<file path="src/rtl/mem_byte_serializer_pkg.sv">
// Shared encodings for the byte-serial memory engine: length codes, IO-region
// select defaults, FSM state and the latched request record.
package mem_byte_serializer_pkg;

  localparam logic [2:0] LEN_B  = 3'b000;
  localparam logic [2:0] LEN_H  = 3'b001;
  localparam logic [2:0] LEN_W  = 3'b010;
  localparam logic [2:0] LEN_BU = 3'b100;
  localparam logic [2:0] LEN_HU = 3'b101;

  localparam int         IO_SEL_HI_DEF  = 17;
  localparam int         IO_SEL_LO_DEF  = 16;
  localparam logic [1:0] IO_SEL_VAL_DEF = 2'b11;

  typedef enum logic [1:0] {IDLE, BUSY, DONE} state_t;

  typedef struct packed {
    logic        wr;
    logic [31:0] addr;
    logic [2:0]  len;
    logic [31:0] data;
  } req_t;

  // Size code 11 is not a legal access; it is handled as a full word.
  function automatic logic [2:0] nbytes(input logic [1:0] sz);
    case (sz)
      LEN_B[1:0]: return 3'd1;
      LEN_H[1:0]: return 3'd2;
      LEN_W[1:0]: return 3'd4;
      default:    return 3'd4;
    endcase
  endfunction

endpackage

</file>
<file path="src/rtl/mem_byte_serializer_if.sv">
// Request/response handshake toward the arbiter plus the 8-bit RAM/IO bus.
interface mem_byte_serializer_if;
  logic        valid;
  logic        wr;
  logic [31:0] addr;
  logic [2:0]  len;
  logic [31:0] data;
  logic        ready;
  logic [31:0] res;
  logic [7:0]  mem_din;
  logic [7:0]  mem_dout;
  logic [31:0] mem_a;
  logic        mem_wr;
  logic        io_buffer_full;

  modport slave  (input  valid, wr, addr, len, data, mem_din, io_buffer_full,
                  output ready, res, mem_dout, mem_a, mem_wr);
  modport master (output valid, wr, addr, len, data, mem_din, io_buffer_full,
                  input  ready, res, mem_dout, mem_a, mem_wr);
endinterface

</file>
<file path="src/rtl/mem_byte_serializer_load_extend.sv">
// Combinational load result formatting: sign/zero extension of the gathered bytes.
module mem_byte_serializer_load_extend
  import mem_byte_serializer_pkg::*;
(
  input  logic [31:0] raw,
  input  logic [2:0]  len,
  output logic [31:0] res
);
  always_comb begin
    case (len)
      LEN_B:   res = {{24{raw[7]}}, raw[7:0]};
      LEN_BU:  res = {24'd0, raw[7:0]};
      LEN_H:   res = {{16{raw[15]}}, raw[15:0]};
      LEN_HU:  res = {16'd0, raw[15:0]};
      default: res = raw;
    endcase
  end
endmodule

</file>
<file path="src/rtl/mem_byte_serializer.sv">
// Byte-serial engine: one 1/2/4-byte request at a time, one byte per cycle on
// the 8-bit bus, little-endian reassembly of reads, IO write back-pressure.
module mem_byte_serializer
  import mem_byte_serializer_pkg::*;
#(
  parameter int                           IO_SEL_HI  = IO_SEL_HI_DEF,
  parameter int                           IO_SEL_LO  = IO_SEL_LO_DEF,
  parameter logic [IO_SEL_HI-IO_SEL_LO:0] IO_SEL_VAL = IO_SEL_VAL_DEF
) (
  input  logic                 clk,
  input  logic                 rst,
  input  logic                 rdy,
  mem_byte_serializer_if.slave bus
);
  state_t      state, state_nx;
  req_t        req;
  logic [2:0]  idx, recv, n;
  logic [31:0] rbuf, a_q, ext;
  logic [7:0]  dout_q, wbyte;
  logic        stall, issue, capture;

  mem_byte_serializer_load_extend u_ext (.raw(rbuf), .len(req.len), .res(ext));

  always_comb begin
    n       = nbytes(req.len[1:0]);
    stall   = req.wr && (req.addr[IO_SEL_HI:IO_SEL_LO] == IO_SEL_VAL) && bus.io_buffer_full;
    issue   = (state == BUSY) && (idx < n) && !stall;
    // A read byte is in flight whenever more bytes were issued than captured.
    capture = (state == BUSY) && !req.wr && (recv < idx);
    case (idx[1:0])
      2'd0:    wbyte = req.data[7:0];
      2'd1:    wbyte = req.data[15:8];
      2'd2:    wbyte = req.data[23:16];
      default: wbyte = req.data[31:24];
    endcase
  end

  always_comb begin
    state_nx = state;
    case (state)
      IDLE:    if (bus.valid) state_nx = BUSY;
      BUSY:    if ((req.wr && issue && idx == n - 3'd1) || (capture && recv == n - 3'd1))
                 state_nx = DONE;
      DONE:    state_nx = IDLE;
      default: state_nx = IDLE;
    endcase
  end

  always_comb begin
    bus.mem_a = a_q;
    if (issue) bus.mem_a = req.addr + {29'd0, idx};
    // While frozen, keep presenting the in-flight read address so its byte is
    // on mem_din again in the cycle rdy returns.
    if (!rdy && capture) bus.mem_a = req.addr + {29'd0, recv};
    bus.mem_wr   = issue && req.wr && rdy && !rst;
    bus.mem_dout = (issue && req.wr) ? wbyte : dout_q;
    bus.ready    = (state == DONE) && rdy;
    bus.res      = ((state == DONE) && !req.wr) ? ext : 32'd0;
  end

  always_ff @(posedge clk) begin
    if (rst) begin
      state  <= IDLE;
      req    <= '0;
      idx    <= '0;
      recv   <= '0;
      rbuf   <= '0;
      a_q    <= '0;
      dout_q <= '0;
    end else if (rdy) begin
      state <= state_nx;
      if (state == IDLE && bus.valid) begin
        req  <= '{bus.wr, bus.addr, bus.len, bus.data};
        idx  <= '0;
        recv <= '0;
        rbuf <= '0;
      end
      if (issue) begin
        idx <= idx + 3'd1;
        a_q <= req.addr + {29'd0, idx};
        if (req.wr) dout_q <= wbyte;
      end
      if (capture) begin
        rbuf[{recv[1:0], 3'b000} +: 8] <= bus.mem_din;
        recv <= recv + 3'd1;
      end
    end
  end
endmodule

</file>
<file path="src/flat_wrapper.sv">
// flat-port wrapper written by rule: the top's interface ports become plain ports
module mem_byte_serializer_flat import mem_byte_serializer_pkg::*;
#(
  parameter int                           IO_SEL_HI  = IO_SEL_HI_DEF,
  parameter int                           IO_SEL_LO  = IO_SEL_LO_DEF,
  parameter logic [IO_SEL_HI-IO_SEL_LO:0] IO_SEL_VAL = IO_SEL_VAL_DEF
)
  (clk, rst, rdy, bus_valid, bus_wr, bus_addr, bus_len, bus_data, bus_mem_din, bus_io_buffer_full, bus_ready, bus_res, bus_mem_dout, bus_mem_a, bus_mem_wr);
  mem_byte_serializer_if bus_i ();
  input  logic clk;
  input  logic rst;
  input  logic rdy;
  input wire logic [$bits(bus_i.valid)-1:0] bus_valid;
  input wire logic [$bits(bus_i.wr)-1:0] bus_wr;
  input wire logic [$bits(bus_i.addr)-1:0] bus_addr;
  input wire logic [$bits(bus_i.len)-1:0] bus_len;
  input wire logic [$bits(bus_i.data)-1:0] bus_data;
  input wire logic [$bits(bus_i.mem_din)-1:0] bus_mem_din;
  input wire logic [$bits(bus_i.io_buffer_full)-1:0] bus_io_buffer_full;
  output wire logic [$bits(bus_i.ready)-1:0] bus_ready;
  output wire logic [$bits(bus_i.res)-1:0] bus_res;
  output wire logic [$bits(bus_i.mem_dout)-1:0] bus_mem_dout;
  output wire logic [$bits(bus_i.mem_a)-1:0] bus_mem_a;
  output wire logic [$bits(bus_i.mem_wr)-1:0] bus_mem_wr;
  assign bus_i.valid = bus_valid;
  assign bus_i.wr = bus_wr;
  assign bus_i.addr = bus_addr;
  assign bus_i.len = bus_len;
  assign bus_i.data = bus_data;
  assign bus_i.mem_din = bus_mem_din;
  assign bus_i.io_buffer_full = bus_io_buffer_full;
  assign bus_ready = bus_i.ready;
  assign bus_res = bus_i.res;
  assign bus_mem_dout = bus_i.mem_dout;
  assign bus_mem_a = bus_i.mem_a;
  assign bus_mem_wr = bus_i.mem_wr;
  mem_byte_serializer #(.IO_SEL_HI(IO_SEL_HI), .IO_SEL_LO(IO_SEL_LO), .IO_SEL_VAL(IO_SEL_VAL)) u_core (.clk(clk), .rst(rst), .rdy(rdy), .bus(bus_i));
endmodule
</file>
<file path="config.mk">
export PLATFORM = sky130hd
export DESIGN_NAME = mem_byte_serializer_flat
export DESIGN_NICKNAME = d
export VERILOG_FILES = /design/src/rtl/mem_byte_serializer_pkg.sv /design/src/rtl/mem_byte_serializer_if.sv /design/src/rtl/mem_byte_serializer_load_extend.sv /design/src/rtl/mem_byte_serializer.sv /design/src/flat_wrapper.sv
export SDC_FILE = /design/constraint.sdc
export NUM_CORES = 1
export LEC_CHECK = 0
export CAP_MARGIN = 20
export CORE_MARGIN = 1.5
export CORE_UTILIZATION = 58
export CTS_BUF_LIST = sky130_fd_sc_hd__clkbuf_16
export DETAILED_ROUTE_END_ITERATION = 8
export DONT_BUFFER_PORTS = 1
export PLACE_DENSITY = 0.78
export SETUP_SLACK_MARGIN = 0.02
export SLEW_MARGIN = 10
export SYNTH_ARGS = -nofsm -noshare
export SYNTH_HDL_FRONTEND = slang
export SYNTH_SLANG_ARGS = --single-unit
</file>
<file path="constraint.sdc">
create_clock -name clk -period 2.6 [get_ports clk]
set_input_delay 0.26 -clock clk [delete_from_list [all_inputs] [get_ports clk]]
set_output_delay 0.26 -clock clk [all_outputs]
set_load 0.01 [all_outputs]
</file>
# --- After elaboration in Yosys (flattened, before gate mapping) ---
# Index checks and enable logic that the tools add are counted.
classes:
  n_eq_ne: 13
  magnitude_cmp: 2
  shift: 2
  n_bitwise: 0
  div: 0
  multipliers: 0
  add_sub_neg: 6
  mux: 18
  n_reduce_logical: 31
op_table:
  columns: ["op", "n"]
  rows:
  - ["$mux W32", 7]
  - ["$pmux W32 S4", 1]
  - ["$add A32 B3 Y32", 2]
  - ["$bwmux W32", 1]
  - ["$shift A8 B7 Y32 const A", 1]
  - ["$shiftx A8 B7 Y32", 1]
  - ["$pmux W8 S3", 1]
  - ["$logic_and A1 B1 Y1", 15]
  - ["$mux W3", 3]
  - ["$mux W8", 1]
  - ["$neg A5 Y7", 1]
  - ["$add A3 B1 Y3 const B", 2]
  - ["$eq A2 B1 Y1 const B", 3]
  - ["$eq A2 B2 Y1 const B", 3]
  - ["$eq A3 B3 Y1", 2]
  - ["$eq A3 B3 Y1 const B", 2]
  - ["$logic_not A2 Y1", 3]
  - ["$lt A3 B3 Y1", 2]
  - ["$pmux W3 S2", 1]
  - ["$reduce_and A2 Y1", 3]
  - ["$reduce_and A3 Y1", 2]
  - ["$logic_not A1 Y1", 4]
  - ["$mux W2", 2]
  - ["$ne A2 B2 Y1 const B", 2]
  - ["6 further kinds", 7]
word_totals:
  latch_bits: 0
  register_bits: 148
  output_inout_bits: 74
  inputBits: 81
  memories: 0
  ramBits: 0
  rom_bits: 0

# --- Depth between registers and ports, before layout ---
depth:
  depth_word: 10
  depth_mapped: 11
  depth_no_buf: 9

# --- By module ---
# Synthesis repeated with hierarchy kept, for this count alone.
hier_totals:
  cells_unflattened: 1117
  hier_area_um2: 8607.0
modules_own_cells:
  columns: ["mod", "instances", "cells_each", "area_per_inst_um2"]
  rows:
  - ["mem_byte_serializer", 1, 1050, 8251.7]
  - ["mem_byte_serializer_load_extend", 1, 67, 355.3]

# --- Worst setup path before layout ---
# No wires, ideal clock.
synth_timing:
  kind: "register to output"
  from: "reg u_core.req[33] (netlist bit)"
  to: "out bus_mem_a[22]"
  required_time_ns: 2.340
  arrival_time_ns: 2.413
  setup_slack_ns: -0.073
  path_stages_with_launch: 11
  path_cell_list: "dfxtp_1 -> clkbuf_1 -> inv_1 -> nand2_1 -> ha_1 -> nor2b_1 -> o21a_1 -> nor3_2 -> clkbuf_1 -> a21oi_1 -> a31oi_1"
synth_via:
  elab_chain_cells: 7
  elab_cells_between_ends: 8
  cone_classes: "order compare: 1; eq/ne: 1; mux: 3; reduce/logical: 3"
synth_lines:
  columns: ["item", "line_no", "source"]
  rows:
  - ["start, declared", "mem_byte_serializer.sv:16", "req_t req;"]
  - ["start signal, assigned", "mem_byte_serializer.sv:73", "req <= '{bus.wr, bus.addr, bus.len, bus.data};"]
  - ["$eq A2 B1 Y1 or $logic_not A2 Y1 (tied branches)", "mem_byte_serializer_pkg.sv:26", "case (sz)"]
  - ["$pmux W3 S2 (*)", "mem_byte_serializer_pkg.sv:26", null]
  - ["$lt A3 B3 Y1 (*)", "mem_byte_serializer.sv:27", "issue = (state == BUSY) && (idx < n) && !stall;"]
  - ["$logic_and A1 B1 Y1 (*) (2 in series)", "mem_byte_serializer.sv:27", null]
  - ["$mux W32 (*)", null, null]
  - ["$mux W32 (*)", "mem_byte_serializer.sv:54", "if (!rdy && capture) bus.mem_a = req.addr + {29'd0, recv};"]
  - ["end, declared", "flat_wrapper.sv:23", "output wire logic [$bits(bus_i.mem_a)-1:0] bus_mem_a;"]
# Mark *: on every way between the ends. The rest lies on a longest branch, timed or not.

# --- Final worst setup path ---
layout_timing:
  from: "reg u_core.idx[2]"
  to: "out bus_mem_a[8]"
layout_via:
  elab_chain_cells: 5
  elab_cells_between_ends: 9
  cone_classes: "add/sub: 1; order compare: 2; mux: 2; reduce/logical: 4"
layout_lines:
  columns: ["item", "line_no", "source"]
  rows:
  - ["start, declared", "mem_byte_serializer.sv:17", "logic [2:0] idx, recv, n;"]
  - ["start signal, assigned", "mem_byte_serializer.sv:79", "idx <= idx + 3'd1;"]
  - ["parallel branches: the longest is 4 deep, another holds $add A32 B3 Y32", null, null]
  - ["$mux W32 (*)", "mem_byte_serializer.sv:54", null]
# Every way passes the cells marked *.

==> results.py <==
metrics = {
    "placement": {
        "io_buffer_count": 0,
        "dp.cells": 1260,
        "globalplace.congestion": 1.01,
        "dp_hpwl_um": 16900,
    },
    "synthesis": {
        "yosysWarnings": 0,
        "ys_ff_latch": 148,
        "synth_common_cells": "190 x nand2_1, 148 x dfxtp_1, 122 x a21oi_1",
        "ys.flop_type": "dfxtp_1",
        "synth_area_leader_cell": "dfxtp_1",
        "synth-edff-count": 0,
        "synthCells": 1059,
        "synth_area_leaders": "dfxtp_1 36%, nand2_1 8.7%, a21oi_1 7.4%",
        "synth_fp_nets": 1163,
        "async_flop_share_pct": 0,
        "netlist-cell-type-count": 70,
        "synth.most_common_cell": "nand2_1",
        "syn_area_per_cell_um2": 7.76,
        "netlist_area_um2": 8220,
        "synth_seq_area_share_pct": 36.0,
        "synth_top_area_share_pct": 36.0,
    },
    "power_and_ir_drop": {
        "peakVddDrop_mv": 0.480,
        "p_leak_nw": 4.31,
        "p_per_area_nw_per_um2": 527,
        "p_total_mw": 5.98,
    },
    "global_routing": {
        "grtUsageMet2_pct": 61.1,
        "grt_pass1_vias": 8408,
        "grtUsageTotal_pct": 36.1,
        "grt_pass1_wl_um": 42200,
        "grt.met1_usage_pct": 43.2,
        "grt_max_degree": 124,
        "top_usage_layer": "met2",
        "gr-total-overflow": 0,
        "grt_use_met3_pct": 9.83,
        "antenna_found_initial": 0,
    },
    "clock_network": {
        "cts_tree": "yes",
        "clockRootBuffer": "clkbuf_16",
        "worstSkewPairLatency_ns": 0.44,
        "cts_made_buffers": 17,
        "path_clk_slew_ns": 0.07,
        "clockBufferDepth": 2,
        "clock_sinks": 148,
        "cts_max_level": 4,
    },
    "worst_setup_path": {
        "worstPathMaxFanout": 6,
        "critPathCaptureType": "primary output",
        "startpoint_type": "flop",
        "critPathArrivalTime_ns": 2.80,
        "crit_type": "flop to primary output",
        "worstPathRequired_ns": 2.34,
    },
    "drt": {
        "totalWireLength_um": 28400,
        "ant_nets": 0,
        "drtIter0Drc": 1072,
        "drcViolationCount": 0,
        "first_pass_iters": 7,
        "wire_per_inst_um": 20.2,
        "num_vias": 8796,
        "routed_via_density": 6.26,
    },
    "floorplan": {
        "rows": 43,
        "io_pins": 155,
        "core-area_um2": 13900,
        "die_area_um2": 14900,
        "start_util_pct": 59.2,
        "die_w_um": 122,
        "die_h_um": 122,
    },
    "finish": {
        "ff_latch_area_um2": 2980,
        "fin_nets": 1315,
        "multi_input_area_um2": 5450,
        "nFillCells": 844,
        "antenna-diode-count": 0,
        "syn_to_final_growth_pct": 38.0,
        "instances_no_fill": 1404,
        "drive_gt1_share_pct": 25.9,
    },
    "min_path": {
        "hp-class": "input port to flop",
    },
    "sta": {
        "setup_viol": 32,
        "fmax_mhz": 327,
        "holdWs_ns": 0.00239,
        "rsz0062_at_grt": "true",
        "min_period_ns": 3.06,
        "hold_viol_final": 0,
        "fin_setup_tns_ns": -10.06,
        "tightest_slew_ns": 0.683,
        "setup_slack_ns": -0.461,
        "fin_crit_sh_pct": 118,
        "fin_skew_ns": 0.0109,
        "max_slew_margin_pct": 54.4,
        "final_max_slew_viol_count": 0,
    },
    "job": {
        "maxCapViolations": 0,
    },
    "status": {
        "failed_checks": "setup timing",
        "outcome": "finished, violations left",
    },
}
-- final timing paths --
| check | from | endpoint | slack [ns] | cells after the start |
|---|---|---|---|---|
| setup / recovery | u_core.idx[2] | bus_mem_a[8] | -0.46 | 11 |
| hold / removal | bus_addr[30] | u_core.req[65] | 0.002 | 2 |
| setup reg to reg | u_core.idx[2] | u_core.recv[0] | 0.11 | 9 |
| hold reg to reg | u_core.req[8] | u_core.req[8] | 0.46 | 2 |
-- critical path, stage by stage, from the launching register on --
cell and delay, ns:
dfxtp_2 0.34, inv_2 0.05, ha_4 0.24, a211o_4 0.36
a2111o_1 0.41, o21ai_1 0.15, buf_4 0.19, buf_4 0.12
buf_6 0.10, o22ai_1 0.09, a21oi_2 0.17, buf_4 0.15
-- flip-flops by register name, indices dropped and copies added (netlist names) --
name           flops
u_core.state       2
u_core.dout_q      8
u_core.rbuf       32
u_core.a_q        32
u_core.recv        3
u_core.req        68
u_core.idx         3
-- per-stage QoR --
stage	util, %	worst slack [ns]	area, um2
2_1_floorplan	-	0.0217	8230
3_3_place_gp	64.4	-0.0295	8940
3_5_place_dp	64.4	-0.101	8940
4_1_cts	77.8	-0.425	10800
5_1_grt	81.8	-0.536	11400
6_report	81.8	-0.461	11400
-- routing by layer --
metal  wire (um)  up-vias
met5           0        -
met4        1120        0
met3        2290      106
met2       14000      486
met1       11000     4172
li1            -     4032
-- cell usage in the layout, fill, tap and decap left out, types with 12 or more instances in the layout --
cell | netlist | final
nand2_1 | 190 | 184
dfxtp_1 | 148 | 141
a21oi_1 | 122 | 109
buf_4 | 0 | 105
nor2_1 | 90 | 80
dlygate4sd3_1 | 0 | 74
inv_1 | 37 | 35
nand3_1 | 33 | 30
buf_6 | 2 | 28
xor2_1 | 25 | 24
a211oi_1 | 27 | 23
a22oi_1 | 25 | 20
nor3_1 | 26 | 20
mux2i_1 | 17 | 17
xnor2_1 | 19 | 17
clkbuf_16 | 0 | 17
a21oi_2 | 0 | 12
and2_1 | 15 | 12
ha_1 | 21 | 12
-- cell families (layout without fill, tap and decap cells) --
| logic type | after synthesis | after routing | synth area share, % |
|---|---|---|---|
| AOI/OAI and AO/OA | 275 | 275 | 21.9 |
| xor gates and xnor gates | 44 | 44 | 4.69 |
| adders and majority gates | 23 | 23 | 3.68 |
| buffers and inverters | 118 | 283 | 5.96 |
| DFF | 148 | 148 | 36.0 |
| muxes | 26 | 26 | 3.30 |
| and+or+nand+nor | 425 | 425 | 24.4 |
-- final cells by class --
cell class	count	share of cell area [%]
clock buffers	17	3.75
inverters	37	1.22
clock inverters	15	1.30
repair buffers	214	17.5
multi-input cells	793	48.0
well taps	180	1.98
flip-flops and latches	148	26.2
-- where the power goes --
part | switching [mW] | leakage [nW] | internal [mW]
Clock | 1.10 | 0.278 | 1.35
Combinational | 0.608 | 2.82 | 0.501
Sequential | 0.0736 | 1.21 | 2.36
Total | 1.78 | 4.31 | 4.21
-- what timing repair did --
item / CTS / global route
pin swaps: 36 / 35
endpoints found under the hold margin: 147 / 1
cloned: 0 / 0
endpoints found under the setup margin: 42 / 63
hold buffers: 74 / 1
resized for setup: 91 / 91
buffers inserted: 21 / 20
No activity file was read; power rests on OpenSTA's default activity.
